<file path="src/rtl/g3f_io_sequencer.sv">
// g3f_io_sequencer
// Pin-level command sequencer for the tt_um_g3f core. It gathers operand
// bytes from the shared uio bus on rising edges of a strobe, fires a single
// start pulse at the core, and waits (bounded by TIMEOUT) for core completion.
// It then turns the bus around and drains the result bytes back out on the
// same pins. Both directions are little-endian (byte 0 first). This block is
// the sole owner of uio_oe, so the pins are only ever driven in DRAIN.
module g3f_io_sequencer #(
    parameter int IN_BYTES  = 4,
    parameter int OUT_BYTES = 4,
    parameter int TIMEOUT   = 255
) (
    input  logic                     clk,
    input  logic                     rst_n,
    input  logic                     ena,
    input  logic                     strobe,
    input  logic [7:0]               bus_in,
    output logic [7:0]               bus_out,
    output logic [7:0]               bus_oe,
    output logic [8*IN_BYTES-1:0]    core_operand,
    output logic                     core_start,
    input  logic                     core_done,
    input  logic [8*OUT_BYTES-1:0]   core_result,
    output logic                     busy,
    output logic                     rdy,
    output logic                     err
);

    // One counter indexes operand bytes while loading and result bytes while
    // draining, so it is sized for the larger of the two transfers.
    localparam int MAX_BYTES = (IN_BYTES > OUT_BYTES) ? IN_BYTES : OUT_BYTES;
    localparam int CNT_W     = (MAX_BYTES < 2) ? 1 : $clog2(MAX_BYTES + 1);

    localparam logic [CNT_W-1:0] LAST_IN   = CNT_W'(IN_BYTES - 1);
    localparam logic [CNT_W-1:0] LAST_OUT  = CNT_W'(OUT_BYTES - 1);
    localparam logic [7:0]       WAIT_LAST = 8'(TIMEOUT - 1);

    typedef enum logic [2:0] {
        ST_IDLE  = 3'd0,
        ST_LOAD  = 3'd1,
        ST_START = 3'd2,
        ST_WAIT  = 3'd3,
        ST_DRAIN = 3'd4
    } state_t;

    state_t                  state_q,    state_d;
    logic [CNT_W-1:0]        byte_cnt_q, byte_cnt_d;
    logic [7:0]              wait_cnt_q, wait_cnt_d;
    logic                    strb_q,     strb_d;
    logic [8*IN_BYTES-1:0]   operand_q,  operand_d;
    logic [8*OUT_BYTES-1:0]  result_q,   result_d;
    logic                    err_q,      err_d;
    logic [7:0]              bus_out_q,  bus_out_d;
    logic [7:0]              bus_oe_q,   bus_oe_d;

    logic                    strb_edge;
    logic [CNT_W-1:0]        next_cnt;

    // Next-state and datapath updates; every register holds unless its state acts on it.
    always_comb begin
        state_d    = state_q;
        byte_cnt_d = byte_cnt_q;
        wait_cnt_d = wait_cnt_q;
        strb_d     = strobe;
        operand_d  = operand_q;
        result_d   = result_q;
        err_d      = err_q;
        bus_out_d  = bus_out_q;
        bus_oe_d   = bus_oe_q;

        strb_edge  = strobe & ~strb_q & ena;
        next_cnt   = byte_cnt_q + CNT_W'(1);

        case (state_q)
            ST_IDLE: begin
                if (strb_edge) begin
                    operand_d[7:0] = bus_in;
                    byte_cnt_d     = CNT_W'(1);
                    err_d          = 1'b0;
                    state_d        = (IN_BYTES == 1) ? ST_START : ST_LOAD;
                end
            end

            ST_LOAD: begin
                if (strb_edge) begin
                    operand_d[8*int'(byte_cnt_q) +: 8] = bus_in;
                    byte_cnt_d = next_cnt;
                    if (byte_cnt_q == LAST_IN) begin
                        state_d = ST_START;
                    end
                end
            end

            ST_START: begin
                wait_cnt_d = 8'd0;
                state_d    = ST_WAIT;
            end

            ST_WAIT: begin
                if (core_done) begin
                    result_d   = core_result;
                    bus_oe_d   = 8'hFF;
                    bus_out_d  = core_result[7:0];
                    byte_cnt_d = '0;
                    state_d    = ST_DRAIN;
                end else if (wait_cnt_q == WAIT_LAST) begin
                    err_d   = 1'b1;
                    state_d = ST_IDLE;
                end else begin
                    wait_cnt_d = wait_cnt_q + 8'd1;
                end
            end

            ST_DRAIN: begin
                if (strb_edge) begin
                    if (byte_cnt_q == LAST_OUT) begin
                        bus_oe_d  = 8'h00;
                        bus_out_d = 8'h00;
                        state_d   = ST_IDLE;
                    end else begin
                        byte_cnt_d = next_cnt;
                        bus_out_d  = result_q[8*int'(next_cnt) +: 8];
                    end
                end
            end

            default: begin
                state_d = ST_IDLE;
            end
        endcase
    end

    // State register; the strobe history always tracks the pin, everything else freezes while ena is low.
    always_ff @(posedge clk) begin
        if (!rst_n) begin
            state_q    <= ST_IDLE;
            byte_cnt_q <= '0;
            wait_cnt_q <= 8'd0;
            strb_q     <= 1'b0;
            operand_q  <= '0;
            result_q   <= '0;
            err_q      <= 1'b0;
            bus_out_q  <= 8'h00;
            bus_oe_q   <= 8'h00;
        end else begin
            strb_q <= strb_d;
            if (ena) begin
                state_q    <= state_d;
                byte_cnt_q <= byte_cnt_d;
                wait_cnt_q <= wait_cnt_d;
                operand_q  <= operand_d;
                result_q   <= result_d;
                err_q      <= err_d;
                bus_out_q  <= bus_out_d;
                bus_oe_q   <= bus_oe_d;
            end
        end
    end

    // Status and handshake outputs decoded straight from the current state.
    always_comb begin
        core_start   = (state_q == ST_START);
        busy         = (state_q == ST_START) || (state_q == ST_WAIT);
        rdy          = (state_q == ST_DRAIN);
        err          = err_q;
        bus_out      = bus_out_q;
        bus_oe       = bus_oe_q;
        core_operand = operand_q;
    end

endmodule

</file>
<file path="config.mk">
export PLATFORM = sky130hd
export DESIGN_NAME = g3f_io_sequencer
export DESIGN_NICKNAME = d
export VERILOG_FILES = /design/src/rtl/g3f_io_sequencer.sv
export SDC_FILE = /design/constraint.sdc
export NUM_CORES = 1
export LEC_CHECK = 0
export ABC_AREA = 1
export ABC_CLOCK_PERIOD_IN_PS = 2140
export CORE_AREA = 2 2 100 102
export CTS_BUF_LIST = sky130_fd_sc_hd__clkbuf_8
export DETAILED_ROUTE_END_ITERATION = 12
export DIE_AREA = 0 0 102 104
export GPL_TIMING_DRIVEN = 1
export PLACE_DENSITY = 0.82
export SLEW_MARGIN = 10
export SYNTH_ARGS = -nofsm -noshare
export SYNTH_HDL_FRONTEND = slang
export SYNTH_SLANG_ARGS = --single-unit
</file>
<file path="constraint.sdc">
create_clock -name clk -period 2.14 [get_ports clk]
set_clock_uncertainty 0.1 [all_clocks]
set_input_delay 0.428 -clock clk [delete_from_list [all_inputs] [get_ports clk]]
set_output_delay 0.428 -clock clk [all_outputs]
set_load 0.005 [all_outputs]
</file>
# Yosys cells after proc, flatten, opt, wreduce, memory -nomap -nowiden
# Cells that the tools add are included.
[word_totals] output_inout_bits=52 wordCells=84 inputBits=45 regBits=96
[op_classes] eq_ne=17 muxes=32 shifts=3 n_reduce_logical=16 bitwise_logic=3 n_addsub=3
[ops] cell="two-way mux 8 bit" n=10
[ops] cell="case mux 8 bit (2 select lines)" n=4
[ops] cell="two-way mux 3 bit" n=11
[ops] cell="negator 6 -> 33 bit" n=1
[ops] cell="variable shift 8 x 33 -> 32 bit (first input constant)" n=1
[ops] cell="indexed part select 8 x 33 -> 32 bit" n=1
[ops] cell="bitwise mux 32 bit" n=1
[ops] cell="indexed part select 32 x 7 -> 8 bit" n=1
[ops] cell="inequality test 2 bit (second input constant)" n=8
[ops] cell="case mux 3 bit (5 select lines)" n=1
[ops] cell="AND reduction 7 bit" n=2
[ops] cell="case mux 3 bit (4 select lines)" n=1
[ops] cell="AND reduction 4 bit" n=3
[ops] cell="AND reduction 5 bit" n=2
[ops] cell="== test 3 x 2 -> 1 bit (second input constant)" n=3
[ops] cell="adder 8 x 1 -> 8 bit (second input constant)" n=1
[ops] cell="== test 8 bit (second input constant)" n=1
[ops] cell="nonzero test 2 bit" n=4
[ops] cell="AND reduction 3 bit" n=2
[ops] cell="inequality test 2 x 1 -> 1 bit (second input constant)" n=2
[ops] cell="nonzero test 4 bit" n=1
[ops] cell="adder 3 x 1 -> 3 bit (second input constant)" n=1
[ops] cell="== test 3 x 1 -> 1 bit (second input constant)" n=1
[ops] cell="== test 3 bit (second input constant)" n=1
[ops] cell="other kinds (7)" n=10

# Logic depth before layout (Yosys ltp)
[depth] ltp_word=5 mapped_depth=12 ltp_nobuf=11

# Least setup slack after synthesis
# Ideal clock, no wire load.
[synth_timing] path_type="flip-flop to flip-flop" start="register byte_cnt_q[0]" end="register operand_q[0], in the netlist core_operand[0]" slack_ps=-163 t_arrival_ps=2138 stages_incl_launch_ff=13 setup_time_ps=65 path_buffers=2 required_time_ps=1975 period_less_slack_ps=2303 path_cell_list="dfxtp_1 buf_2 inv_2 clkbuf_1 ha_1 ha_1 nor2_1 nand2_1 o21bai_1 nand2_1 inv_1 nor2_1 nor2_1"
[synth_between] elab_chain_len=5 elab_cells_between_ends=6 classes_between="add/sub: 1; shift: 2; mux: 3"
[synth_rtl] element="start: declaration" line="47" text="logic [CNT_W-1:0] byte_cnt_q, byte_cnt_d;"
[synth_rtl] element="start signal: assignment" line="149" text="byte_cnt_q <= byte_cnt_d;"
[synth_rtl] element="negator 6 -> 33 bit (*)" line="86" text="operand_d[8*int'(byte_cnt_q) +: 8] = bus_in;"
[synth_rtl] element="indexed part select 8 x 33 -> 32 bit or variable shift 8 x 33 -> 32 bit (tied branches)" line="86"
[synth_rtl] element="bitwise mux 32 bit (*)" line="86"
[synth_rtl] element="two-way mux 8 bit (*)" line="85" text="if (strb_edge) begin"
[synth_rtl] element="case mux 8 bit (2 select lines) (*)" line="74" text="case (state_q)"
[synth_rtl] element="end signal: assignment" line="151" text="operand_q <= operand_d;"
[synth_rtl] element="end: declaration" line="50" text="logic [8*IN_BYTES-1:0] operand_q, operand_d;"
# Mark *: on every way between the ends. The rest lies on a longest branch, timed or not. The select of a mux whose other input is x is not followed.
# A chain may end at the register's enable or synchronous reset.

# Worst setup path after layout
[layout_timing] start="register state_q[0]" end="output busy"
[layout_between] elab_chain_len=2 elab_cells_between_ends=3 classes_between="eq/ne: 2; reduce/logical: 1"
[layout_rtl] element="start: declaration" line="46" text="state_t state_q, state_d;"
[layout_rtl] element="start signal: assignment" line="148" text="state_q <= state_d;"
[layout_rtl] element="== test 3 x 2 -> 1 bit" line="163" text="busy = (state_q == ST_START) || (state_q == ST_WAIT);"
[layout_rtl] element="logical OR 1 bit (*)" line="163"
[layout_rtl] element="end: declaration" line="24" text="output logic busy,"
# Mark *: on every way between the ends. The rest lies on a longest branch, timed or not.

==> metrics.md <==
| Metric | Value |
|---|---|
| Outcome | finished clean |
| Via count of the first global-routing pass | 4095 |
| Total number of vias | 4397 |
| CP max stage cell | clkdlybuf4s50_1 |
| Rows | 36 |
| Worst Hold Class | reg2reg |
| Worst slew pin tran | 0.3822 ns |
| WHS | 0.3507 ns |
| Chip Height | 104 um |
| Number of CTS-inserted buffers | 9 |
| CTS tree | yes |
| Crit Path Class | reg2out |
| Clock Tree Root | clkbuf_8 |
| Critical Path AT | 1.58 ns |
| GR Overflow Total | 0 |
| Post-synthesis cell count | 644 |
| Setup-failing EPs final | 0 |
| Max-cap violations | 0 |
| Crit share post-route | 98.31% |
| Core ar. | 0.009549 mm2 |
| Starting Density | 46.63% |
| Slowest stage delay, CP | 0.49 ns |
| Startpoint types | flip-flop |
| P_leak | 2.513 nW |
| Ports | 97 |
| Post-DP HPWL | 8188 um |
| Ys Warns | 0 |
| Max-slew headroom | 74.52% |
| Ant. Diodes | 0 |
| Share of cells above drive strength 1 | 8.808% |
| WP data required | 1.61 ns |
| Top delay family on crit path | buffers and inverters |
| Max Freq | 0.4753 GHz |
| # nets final | 787 |
| Net Count, Synth | 698 |
| Skew-Pair Late Insertion Delay | 0.37 ns |
| Slew Limit Fails | 0 |
| Crit end category | output pin |
| Pwr/cell area | 678.1 mW/mm2 |
| Flops & latches, synth | 89 |
| Critical Path Fanout Max | 5 |
| DR vias/cell | 5.048 |
| CP Buf/Inv Count | 1 |
| PortBufs | 96 |
| Total Routing Usage GR | 21.23% |
| Syn-to-layout area delta | 29.59% |
| Syn Area/Cell | 6.915 um2 |
| Initial drt markers | 148 |
| Remaining DRCs | 0 |
| Clock slew at reported path FFs | 0.08 ns |
| Clk sinks | 89 |
| Die area | 0.01061 mm2 |
| Die extent in x | 102 um |
| Clock Path Buffers | 2 |
| Largest net degree at the start of global routing | 38 |
| Register area share after synthesis | 40.01% |
| First-pass GRT wire length | 18310 um |
| Gpl congestion | 0.8635 |
| Post-CTS Hold Buffers | 0 |
| Total Power | 3.913 mW |
| Final min period | 2.104 ns |
| WL final | 11150 um |
| ANT nets after route | 0 |
| Wirelength per Cell | 12.80 um |
| Initial antenna violation count | 0 |
| Cell Chain, Critical Path | nor2_4, nand2_2, nand2_4, clkdlybuf4s50_1 |
| Largest vdd supply drop | 0.3857 mV |
| CTS H-tree depth | 3 |
| Drt pass-1 iters | 5 |
| Final Hold Vio Count | 0 |
| Netlist cell types | 29 |
| Synthesized area | 0.004453 mm2 |
-- final cells by class --
class,instances,area [um2]
fillers,897,3779
repair buffers,116,1136
inverters,82,307.8
flip-flops and latches,89,1790
clock inverters,6,60.06
well taps,133,166.4
clock buffers,10,137.6
multi-input cells,435,2172
-- per-stage QoR --
step	setup TNS, ns	util, %	setup WS (ns)	cell area [um2]	cells
detailed placement	-0.02162	57.95	-0.02162	5534	854
CTS	0	60.21	0.007734	5749	871
finish	0	60.43	0.03617	5771	871
global route	-0.005926	60.43	-0.005926	5771	871
floorplan	0	-	0.01456	4467	644
global placement	0	57.95	0.1108	5534	854
-- sequential cells by signal, indices dropped and copies added (netlist names) --
| name | cells |
|---|---|
| core_operand | 32 |
| state_q | 3 |
| result_q | 32 |
| wait_cnt_q | 8 |
| strb_q | 1 |
| bus_oe | 1 |
| bus_out | 8 |
| byte_cnt_q | 3 |
| err | 1 |
-- routing by layer --
layer / up-vias / global-route usage [%] / share of wire [%] / wire length (um)
li1: 2203 / - / - / -
met1: 2021 / 25.92 / 43 / 4813
met2: 150 / 36.23 / 49 / 5476
met3: 23 / 5.376 / 5.4 / 605
met4: 0 / 6.667 / 2.3 / 253
met5: - / 0 / 0 / 0
-- worst paths after layout --
path,startpoint,endpoint,slack (ns),cells past startpoint
setup / recovery,state_q[0],busy,0.04,4
hold / removal,result_q[9],result_q[9],0.35,2
setup reg to reg,byte_cnt_q[1],core_operand[7],0.16,10
hold reg to reg,result_q[9],result_q[9],0.35,2
-- synthesized netlist by cell type --
cell type / count / area, um2
nand3_1: 22 / 110.1
nor3_1: 18 / 90.09
xor2_1: 2 / 17.52
nand3_2: 4 / 40.04
buf_2: 10 / 50.05
inv_2: 4 / 15.01
nand2_2: 2 / 12.51
o21ai_1: 9 / 45.04
buf_6: 6 / 67.56
o21a_1: 1 / 7.510
inv_1: 78 / 292.8
nand3_4: 3 / 52.55
buf_4: 7 / 52.55
nor2_2: 4 / 25.02
xnor2_1: 1 / 8.760
dfxtp_1: 89 / 1782
ha_1: 9 / 112.6
a21oi_1: 42 / 210.2
buf_1: 2 / 7.510
o21bai_1: 2 / 15.01
or2_2: 1 / 6.260
o211a_1: 16 / 160.2
nand4_2: 1 / 12.51
nand2_1: 149 / 559.3
clkbuf_1: 13 / 48.80
nor2_4: 3 / 33.78
nor2_1: 91 / 341.6
a31oi_1: 1 / 6.260
o21ai_0: 54 / 270.3
-- cell families after synthesis --
| group | count (synthesis) | synth area share, % |
|---|---|---|
| flops | 89 | 40.01 |
| xor+xnor | 3 | 0.5902 |
| simple gates | 298 | 28.83 |
| buf+inv | 120 | 12.00 |
| fa+ha+maj | 9 | 2.529 |
| compound gates | 125 | 16.04 |
-- power by group --
group	switching, mW	total, mW	internal, mW	leakage, nW
logic	0.574	0.978	0.404	1.69
registers	0.0595	1.77	1.71	0.721
clock network	0.600	1.16	0.563	0.0971
-- tightest hold or removal path, cell delays in order (launching register included) --
cell     delay, ns
dfxtp_1       0.31
inv_1         0.05
a21oi_1       0.05
-- repair_timing --
action                     CTS  global route
gates resized for setup      5             8
pin swaps                    1             1
setup buffers                1             0
setup endpoints to repair    3            11
-- placed cells by master, fill, tap and decap left out, types with 2 or more instances in the layout --
cell / count
a21oi_1: 42
buf_12: 2
buf_4: 18
clkbuf_8: 10
clkdlybuf4s50_1: 96
clkinvlp_4: 3
dfxtp_1: 86
dfxtp_4: 2
ha_1: 8
inv_1: 78
inv_2: 6
nand2_1: 146
nand2_2: 4
nand3_1: 22
nand3_2: 4
nand3_4: 3
nor2_1: 91
nor2_2: 2
nor2_4: 5
nor3_1: 18
o211a_1: 16
o21ai_0: 53
o21ai_1: 10
o21bai_1: 2
xor2_1: 2
Power figures use the tool's default switching activity.
